**src/rtl/fxp_div_seq.sv**
```systemverilog
// -----------------------------------------------------------------------------
// fxp_div_seq
//
// Sequential signed fixed-point divider with saturation. Computes P = A / B in
// a shared QX.F format (WIDTH total bits, FRAC fractional bits). It uses a
// restoring algorithm on magnitudes and produces one quotient bit per cycle.
// The ideal quotient (A << FRAC) / B is truncated toward zero. It is then
// saturated to the WIDTH-bit signed range.
//
// Ports:
//   clk    in   rising-edge clock
//   rst    in   asynchronous active-high reset
//   start  in   request; sampled only while busy=0
//   A      in   WIDTH-bit signed dividend (QX.F)
//   B      in   WIDTH-bit signed divisor (QX.F)
//   busy   out  high while a division is in progress
//   done   out  one-cycle pulse when P/OV/DZ update
//   P      out  WIDTH-bit signed saturated quotient (registered)
//   OV     out  result saturated (includes divide-by-zero)
//   DZ     out  divisor was zero
//
// Timing: start is accepted at edge k. CALC runs on edges k+1..k+N, where
// N = WIDTH+FRAC. FIX registers the result at edge k+N+1, so done is high in
// the following cycle.
// -----------------------------------------------------------------------------
module fxp_div_seq #(
  parameter int unsigned WIDTH = 4,
  parameter int unsigned FRAC  = 2
) (
  input  logic             clk,
  input  logic             rst,
  input  logic             start,
  input  logic [WIDTH-1:0] A,
  input  logic [WIDTH-1:0] B,
  output logic             busy,
  output logic             done,
  output logic [WIDTH-1:0] P,
  output logic             OV,
  output logic             DZ
);

  localparam int unsigned N    = WIDTH + FRAC;
  localparam int unsigned CntW = (N > 1) ? $clog2(N) : 1;
  localparam int unsigned RemW = WIDTH + 1;

  localparam logic [WIDTH-1:0] PMax = {1'b0, {(WIDTH-1){1'b1}}};
  localparam logic [WIDTH-1:0] PMin = {1'b1, {(WIDTH-1){1'b0}}};
  // Largest quotient magnitudes that fit without saturation, per sign.
  localparam logic [N-1:0]     QPosMax = N'(PMax);
  localparam logic [N-1:0]     QNegMax = N'(PMin);
  localparam logic [CntW-1:0]  CntLast = CntW'(N - 1);

  typedef enum logic [1:0] {
    StIdle,
    StCalc,
    StFix
  } state_e;

  state_e state_q, state_d;

  logic [N-1:0]      dvd_q, dvd_d;     // dividend magnitude, consumed MSB first
  logic [WIDTH-1:0]  div_q, div_d;     // divisor magnitude
  logic [RemW-1:0]   rem_q, rem_d;     // partial remainder
  logic [N-1:0]      quo_q, quo_d;     // quotient magnitude
  logic [CntW-1:0]   cnt_q, cnt_d;
  logic              neg_q, neg_d;
  logic              dzp_q, dzp_d;     // divide-by-zero pending for this op
  logic              aneg_q, aneg_d;   // sign of A, selects the DZ saturation
  logic              busy_q, busy_d;
  logic              done_q, done_d;
  logic [WIDTH-1:0]  p_q, p_d;
  logic              ov_q, ov_d;
  logic              dz_q, dz_d;

  // Input magnitudes. Negating the most negative value yields 2^(WIDTH-1),
  // which is still correct when read as unsigned.
  logic [WIDTH-1:0] a_mag;
  logic [WIDTH-1:0] b_mag;

  // One restoring step.
  logic [RemW:0]    rem_shift;
  logic [RemW:0]    div_ext;
  logic             q_bit;

  always_comb begin
    a_mag = A[WIDTH-1] ? -A : A;
    b_mag = B[WIDTH-1] ? -B : B;
  end

  always_comb begin
    rem_shift = {rem_q, dvd_q[N-1]};
    div_ext   = {2'b00, div_q};
    q_bit     = (rem_shift >= div_ext);
  end

  always_comb begin
    state_d = state_q;
    dvd_d   = dvd_q;
    div_d   = div_q;
    rem_d   = rem_q;
    quo_d   = quo_q;
    cnt_d   = cnt_q;
    neg_d   = neg_q;
    dzp_d   = dzp_q;
    aneg_d  = aneg_q;
    busy_d  = busy_q;
    done_d  = 1'b0;
    p_d     = p_q;
    ov_d    = ov_q;
    dz_d    = dz_q;

    unique case (state_q)
      StIdle: begin
        if (start) begin
          dvd_d   = N'(a_mag) << FRAC;
          div_d   = b_mag;
          rem_d   = '0;
          quo_d   = '0;
          cnt_d   = '0;
          neg_d   = A[WIDTH-1] ^ B[WIDTH-1];
          dzp_d   = (B == '0);
          aneg_d  = A[WIDTH-1];
          busy_d  = 1'b1;
          state_d = StCalc;
        end
      end

      StCalc: begin
        rem_d = q_bit ? RemW'(rem_shift - div_ext) : RemW'(rem_shift);
        quo_d = (quo_q << 1) | N'(q_bit);
        dvd_d = dvd_q << 1;
        if (cnt_q == CntLast) begin
          state_d = StFix;
        end else begin
          cnt_d = cnt_q + CntW'(1);
        end
      end

      StFix: begin
        dz_d = dzp_q;
        if (dzp_q) begin
          p_d  = aneg_q ? PMin : PMax;
          ov_d = 1'b1;
        end else if (!neg_q && (quo_q > QPosMax)) begin
          p_d  = PMax;
          ov_d = 1'b1;
        end else if (neg_q && (quo_q > QNegMax)) begin
          p_d  = PMin;
          ov_d = 1'b1;
        end else begin
          // A zero magnitude negates to zero, so the result is never -0.
          p_d  = neg_q ? -quo_q[WIDTH-1:0] : quo_q[WIDTH-1:0];
          ov_d = 1'b0;
        end
        done_d  = 1'b1;
        busy_d  = 1'b0;
        state_d = StIdle;
      end

      default: begin
        state_d = StIdle;
        busy_d  = 1'b0;
      end
    endcase
  end

  always_ff @(posedge clk or posedge rst) begin
    if (rst) begin
      state_q <= StIdle;
      dvd_q   <= '0;
      div_q   <= '0;
      rem_q   <= '0;
      quo_q   <= '0;
      cnt_q   <= '0;
      neg_q   <= 1'b0;
      dzp_q   <= 1'b0;
      aneg_q  <= 1'b0;
      busy_q  <= 1'b0;
      done_q  <= 1'b0;
      p_q     <= '0;
      ov_q    <= 1'b0;
      dz_q    <= 1'b0;
    end else begin
      state_q <= state_d;
      dvd_q   <= dvd_d;
      div_q   <= div_d;
      rem_q   <= rem_d;
      quo_q   <= quo_d;
      cnt_q   <= cnt_d;
      neg_q   <= neg_d;
      dzp_q   <= dzp_d;
      aneg_q  <= aneg_d;
      busy_q  <= busy_d;
      done_q  <= done_d;
      p_q     <= p_d;
      ov_q    <= ov_d;
      dz_q    <= dz_d;
    end
  end

  assign busy = busy_q;
  assign done = done_q;
  assign P    = p_q;
  assign OV   = ov_q;
  assign DZ   = dz_q;

endmodule

```
**config.mk**
```make
export PLATFORM = sky130hd
export DESIGN_NAME = fxp_div_seq
export DESIGN_NICKNAME = d
export VERILOG_FILES = /design/src/rtl/fxp_div_seq.sv
export SDC_FILE = /design/constraint.sdc
export NUM_CORES = 1
export LEC_CHECK = 0
export CELL_PAD_IN_SITES_DETAIL_PLACEMENT = 1
export CELL_PAD_IN_SITES_GLOBAL_PLACEMENT = 2
export CORE_UTILIZATION = 40
export CTS_BUF_LIST = sky130_fd_sc_hd__clkbuf_2
export DETAILED_ROUTE_END_ITERATION = 8
export MAX_ROUTING_LAYER = met4
export PLACE_DENSITY_LB_ADDON = 0.3
export SYNTH_ARGS = -nofsm -noshare
export SYNTH_HDL_FRONTEND = slang
export SYNTH_SLANG_ARGS = --single-unit
```
**constraint.sdc**
```tcl
create_clock -name clk -period 3.82 [get_ports clk]
set_input_delay 0.382 -clock clk [delete_from_list [all_inputs] [get_ports clk]]
set_output_delay 0.382 -clock clk [all_outputs]
set_load 0.05 [all_outputs]
```
After elaboration in Yosys (flattened, before gate mapping). Cells that the tools add are included.

Add/sub/neg operators: 5. Magnitude comparators: 3. Equal/unequal tests: 6. Multiplexer cells: 26. Bitwise operators: 3. Reductions and logical operators: 11.

Operators with widths (count): 2-to-1 mux 4 bit (7); one-hot mux 6 bit (2 select lines) (2); 2-to-1 mux 6 bit (2); negator 4 bit (3); 2-to-1 mux 5 bit (2); one-hot mux 5 bit (2 select lines) (1); AND reduction 2 bit (4); greater-or-equal comparator 6 x 4 -> 1 bit (1); greater-than comparator 6 x 3 -> 1 bit (second input constant) (1); greater-than comparator 6 x 4 -> 1 bit (second input constant) (1); 2-to-1 mux 3 bit (2); inequality test 2 bit (second input constant) (3); bitwise OR 6 x 1 -> 6 bit (1); one-hot mux 3 bit (2 select lines) (1); 2-to-1 mux 1 bit (5); subtractor 5 x 4 -> 5 bit (1); logical NOT 4 bit (1); 2-to-1 mux 2 bit (2); one-hot mux 2 bit (2 select lines) (1); adder 3 x 1 -> 3 bit (second input constant) (1); == test 3 bit (second input constant) (1); AND reduction 3 bit (1); == test 2 x 1 -> 1 bit (second input constant) (1); == test 2 bit (second input constant) (1); 7 further kinds (8).

Register bits after elaboration: 37. Input bits: 11. Output and inout port bits: 8. Logic and storage cells: 68.

Depth between registers and ports, before layout.
Depth after elaboration: 5. Gate-level depth with buffers: 7. Depth with buffers taken out: 7.

Worst setup path before layout. No wires, ideal clock.

Path kind: reg2reg. From: reg dvd_q[5]. To: reg rem_q[2]. Library setup time: 0.126 ns. Arrival time: 1.657 ns. Data required time: 3.694 ns. Slack: 2.037 ns. Cell stages (with the launch flop): 8. Path buffers: 0. Period minus slack after synthesis: 1.783 ns. Path through: dfrtp_1 inv_1 ha_1 fa_1 nand2b_1 a21oi_2 nor3_1 a221o_1.

Cells in the longest elaborated chain, start to end: 3. Elaborated cells between the ends (all ways): 4. Classes of those cells: add/sub (1); order compare (1); mux (2).

Ends and longest elaborated chain: from (decl) (RTL line 61) `logic [N-1:0] dvd_q, dvd_d;`; from (signal assigned) (RTL line 185) `dvd_q <= dvd_d;`; subtractor 5 x 4 -> 5 bit / greater-or-equal comparator 6 x 4 -> 1 bit (equally long branches) (RTL line 129, 93); 2-to-1 mux 5 bit * (RTL line 129) `rem_d = q_bit ? RemW'(rem_shift - div_ext) : RemW'(rem_shift);`; one-hot mux 5 bit (2 select lines) * (RTL line 112) `unique case (state_q)`; to (signal assigned) (RTL line 187) `rem_q <= rem_d;`; to (decl) (RTL line 63) `logic [RemW-1:0] rem_q, rem_d;`.

Every way passes the cells marked *; elsewhere a longest branch is shown, timed or not. A chain may end at the register's enable or synchronous reset.

Worst setup path in the final report.
From: reg dvd_q[5]. To: reg rem_q[3].

Same word-level chain as after synthesis.

==> impl_metrics.env <==
export IMPL_status="finished, final reports clean"
export IMPL_die_area_mm2=0.00489
export IMPL_postCtsSetupRepairBufs=0
export IMPL_cts_tree="done"
export IMPL_crit_fanout=8
export IMPL_grt_use_met1_pct=24.5
export IMPL_drc=0
export IMPL_final_area_mm2=0.00214
export IMPL_io_pins=19
export IMPL_synth_top_area_share_pct=47.5
export IMPL_dieWidth_um=69.9
export IMPL_cp_required_ns=4.12
export IMPL_worstMarginPinSlew_ns=0.757
export IMPL_met2_usage_pct=35.0
export IMPL_routed_wirelength_um=4200
export IMPL_post_route_period_util_pct=52.8
export IMPL_grt_busiest_layer="met2"
export IMPL_maxCapViolations=0
export IMPL_most_common_layout_cells="dfrtp_1 (35), nand2_1 (30), o21ai_0 (23)"
export IMPL_setup_violations=0
export IMPL_ant_nets=0
export IMPL_num_vias=1478
export IMPL_num_rows=24
export IMPL_netlist_area_mm2=0.00184
export IMPL_cp_arrival_ns=2.32
export IMPL_hold_violations=0
export IMPL_yosys_cell_types_count=44
export IMPL_die_y_um=69.9
export IMPL_grt_use_met3_pct=4.47
export IMPL_gp_congestion=0.779
export IMPL_startpoint_type="flip-flop"
export IMPL_cp_end_kind="flip-flop"
export IMPL_setup_ws_ns=1.80
export IMPL_worstSetupPathType="flip-flop to flip-flop"
export IMPL_final_setup_tns_ns=0
export IMPL_placed_area_mm2=0.00207
export IMPL_synth_main_ff_cell="dfrtp_1"
export IMPL_grt_usage_pct=20.5
export IMPL_drive_gt1_share_pct=6.94
export IMPL_start_util_pct=42.1
export IMPL_htreeDepth=2
export IMPL_max_freq_mhz=496
export IMPL_rsz0062_at_grt="no"
export IMPL_path_clk_slew_ns=0.19
export IMPL_critical_path_endpoint="rem_q[3]$_DFFE_PP0P_"
export IMPL_r2r_end="rem_q[3]$_DFFE_PP0P_"
export IMPL_min_period_ns=2.02
export IMPL_antenna_found_initial=0
export IMPL_syn_avg_cell_area_um2=9.51
export IMPL_cts_made_buffers=5
export IMPL_synth_edf_count=0
export IMPL_place_hpwl_um=3120
export IMPL_crit_top_cell="o21ai_0"
export IMPL_first_global_vias=1576
export IMPL_cts_root_buffer="clkbuf_2"
export IMPL_place_ws_ns=1.86
export IMPL_drt_wirelength_per_cell_um=15.7
export IMPL_insertion_delay_ns=0.39
export IMPL_hold_class="input port to asynchronous set/reset pin"
export IMPL_slowest_stage="fa_1"
export IMPL_diodes=0
export IMPL_fin_util_pct=48.7
export IMPL_p_leak_nw=0.980
export IMPL_yosys_warnings=0
export IMPL_synth_seq_area_share_pct=47.5
export IMPL_irDropWorstVdd_v=0.000301
export IMPL_nets=236
export IMPL_ys_async_sr_fraction_pct=100
export IMPL_relSlewSlack_pct=49.5
export IMPL_synth_nets=215
export IMPL_holdWs_ns=0.363
export IMPL_slew_violations=0
export IMPL_layout_commonest_cell="dfrtp_1"
export IMPL_r2r_slack_ns=1.80
export IMPL_grt_ovfl_total=0
export IMPL_ff2ff_path_depth=7
export IMPL_areaGrowthSynthToFinish_pct=15.9
export IMPL_r2r_start="dvd_q[5]$_DFFE_PP0P_"
export IMPL_synthTopCellsByArea="dfrtp_1 (47%), o21ai_0 (6.2%), ha_1 (6.1%)"
export IMPL_p_per_area_mw_per_mm2=900
export IMPL_synth_top_cell_by_area="dfrtp_1"
export IMPL_cts_sinks=35
export IMPL_io_buffer_count=18
export IMPL_cp_cell_sequence="inv_1, ha_1, fa_1, nand2b_1, a21oi_2, o21ai_0, o21ai_0"
export IMPL_synth_cells=194
export IMPL_fin_worst_skew_ns=0.0251
export IMPL_ys_seq_elements=35
export IMPL_clk_path_buf_depth=2
export IMPL_cp_slowest_stage_delay_ns=0.38
export IMPL_grt_pass1_wl_um=7630
export IMPL_grt_max_degree=36
export IMPL_cts_resized=0
export IMPL_viasPerCell=5.51
export IMPL_holdBufCountCts=0
export IMPL_drt_first_pass_iters=4
export IMPL_coreArea_mm2=0.00438
export IMPL_drt_first_iter_violations=46
export IMPL_crit_path_start="dvd_q[5]$_DFFE_PP0P_"
==> registers in the layout, indices dropped and copies added (netlist names) <==
name	count
OV	1
done	1
rem_q	5
DZ	1
neg_q	1
div_q	4
cnt_q	3
state_q	2
dvd_q	4
quo_q	6
dzp_q	1
P	4
aneg_q	1
busy	1
==> cell type report <==
type                    count  area, um2
clock buffers               5       25.0
multi-input cells         135        873
well taps                  52       65.1
repair buffers             19        188
clock inverters             3       38.8
inverters                  19       71.3
flip-flops and latches     35        876
fillers                   517       2250
==> report_power, final <==
group          total [mW]  internal, mW  switching, mW
Clock               0.234         0.108          0.126
Sequential          0.678         0.530          0.147
Combinational        1.01         0.400          0.611
==> worst min path at each step <==
stage / start / to
after global placement: dvd_q[2]$_DFFE_PP0P_ / dvd_q[2]$_DFFE_PP0P_
after detailed placement: DZ$_DFFE_PP0P_ / DZ$_DFFE_PP0P_
after floorplan: dvd_q[3]$_DFFE_PP0P_ / dvd_q[3]$_DFFE_PP0P_
after global routing: rst / dvd_q[3]$_DFFE_PP0P_
final: rst / dvd_q[3]$_DFFE_PP0P_
after CTS: rst / P[2]$_DFFE_PP0P_
==> logic make-up after synthesis <==
logic type               Yosys count  synth area share (%)
XOR/XNOR                           5                  2.37
flip-flops                        35                  47.5
AO/OA/AOI/OAI                     51                  18.6
buffers and inverters             24                  5.16
AND/OR/NAND/NOR                   66                  17.6
adder cells (fa/ha/maj)           10                  7.19
multiplexers                       3                  1.63
==> synth_stat cells, drive strengths merged, types with 2 or more instances <==
cell     n
o21a     2
a221o    2
nor2    14
a22o     2
o22ai    2
nand2   30
a21oi    9
nand2b   6
mux2i    3
ha       9
clkbuf   3
inv     18
o21ai   24
nand3    2
buf      2
dfrtp   35
nor4     2
nor3     4
xnor2    4
a211oi   2
==> per-layer routing <==
metal	wire length, um	share of wire (%)
met5	0	0
met4	47	1.1
met3	98	2.3
met2	2230	53
met1	1830	43
==> worst max-delay path, delay by kind of cell (launching register included) <==
| family | cells | cell delay (ns) |
|---|---|---|
| buffers and inverters | 1 | 0.06 |
| flip-flops | 1 | 0.36 |
| AND/OR/NAND/NOR | 1 | 0.18 |
| adder cells (fa/ha/maj) | 2 | 0.60 |
| AO/OA/AOI/OAI | 3 | 0.75 |
==> per-stage QoR <==
stage / total power [mW] / instances
after floorplan: 1.43 / 194
after global placement: 1.65 / 260
after detailed placement: 1.71 / 260
after CTS: 1.95 / 268
after global routing: 2.11 / 268
final: 1.92 / 268
No activity file was read; power rests on OpenSTA's default activity.
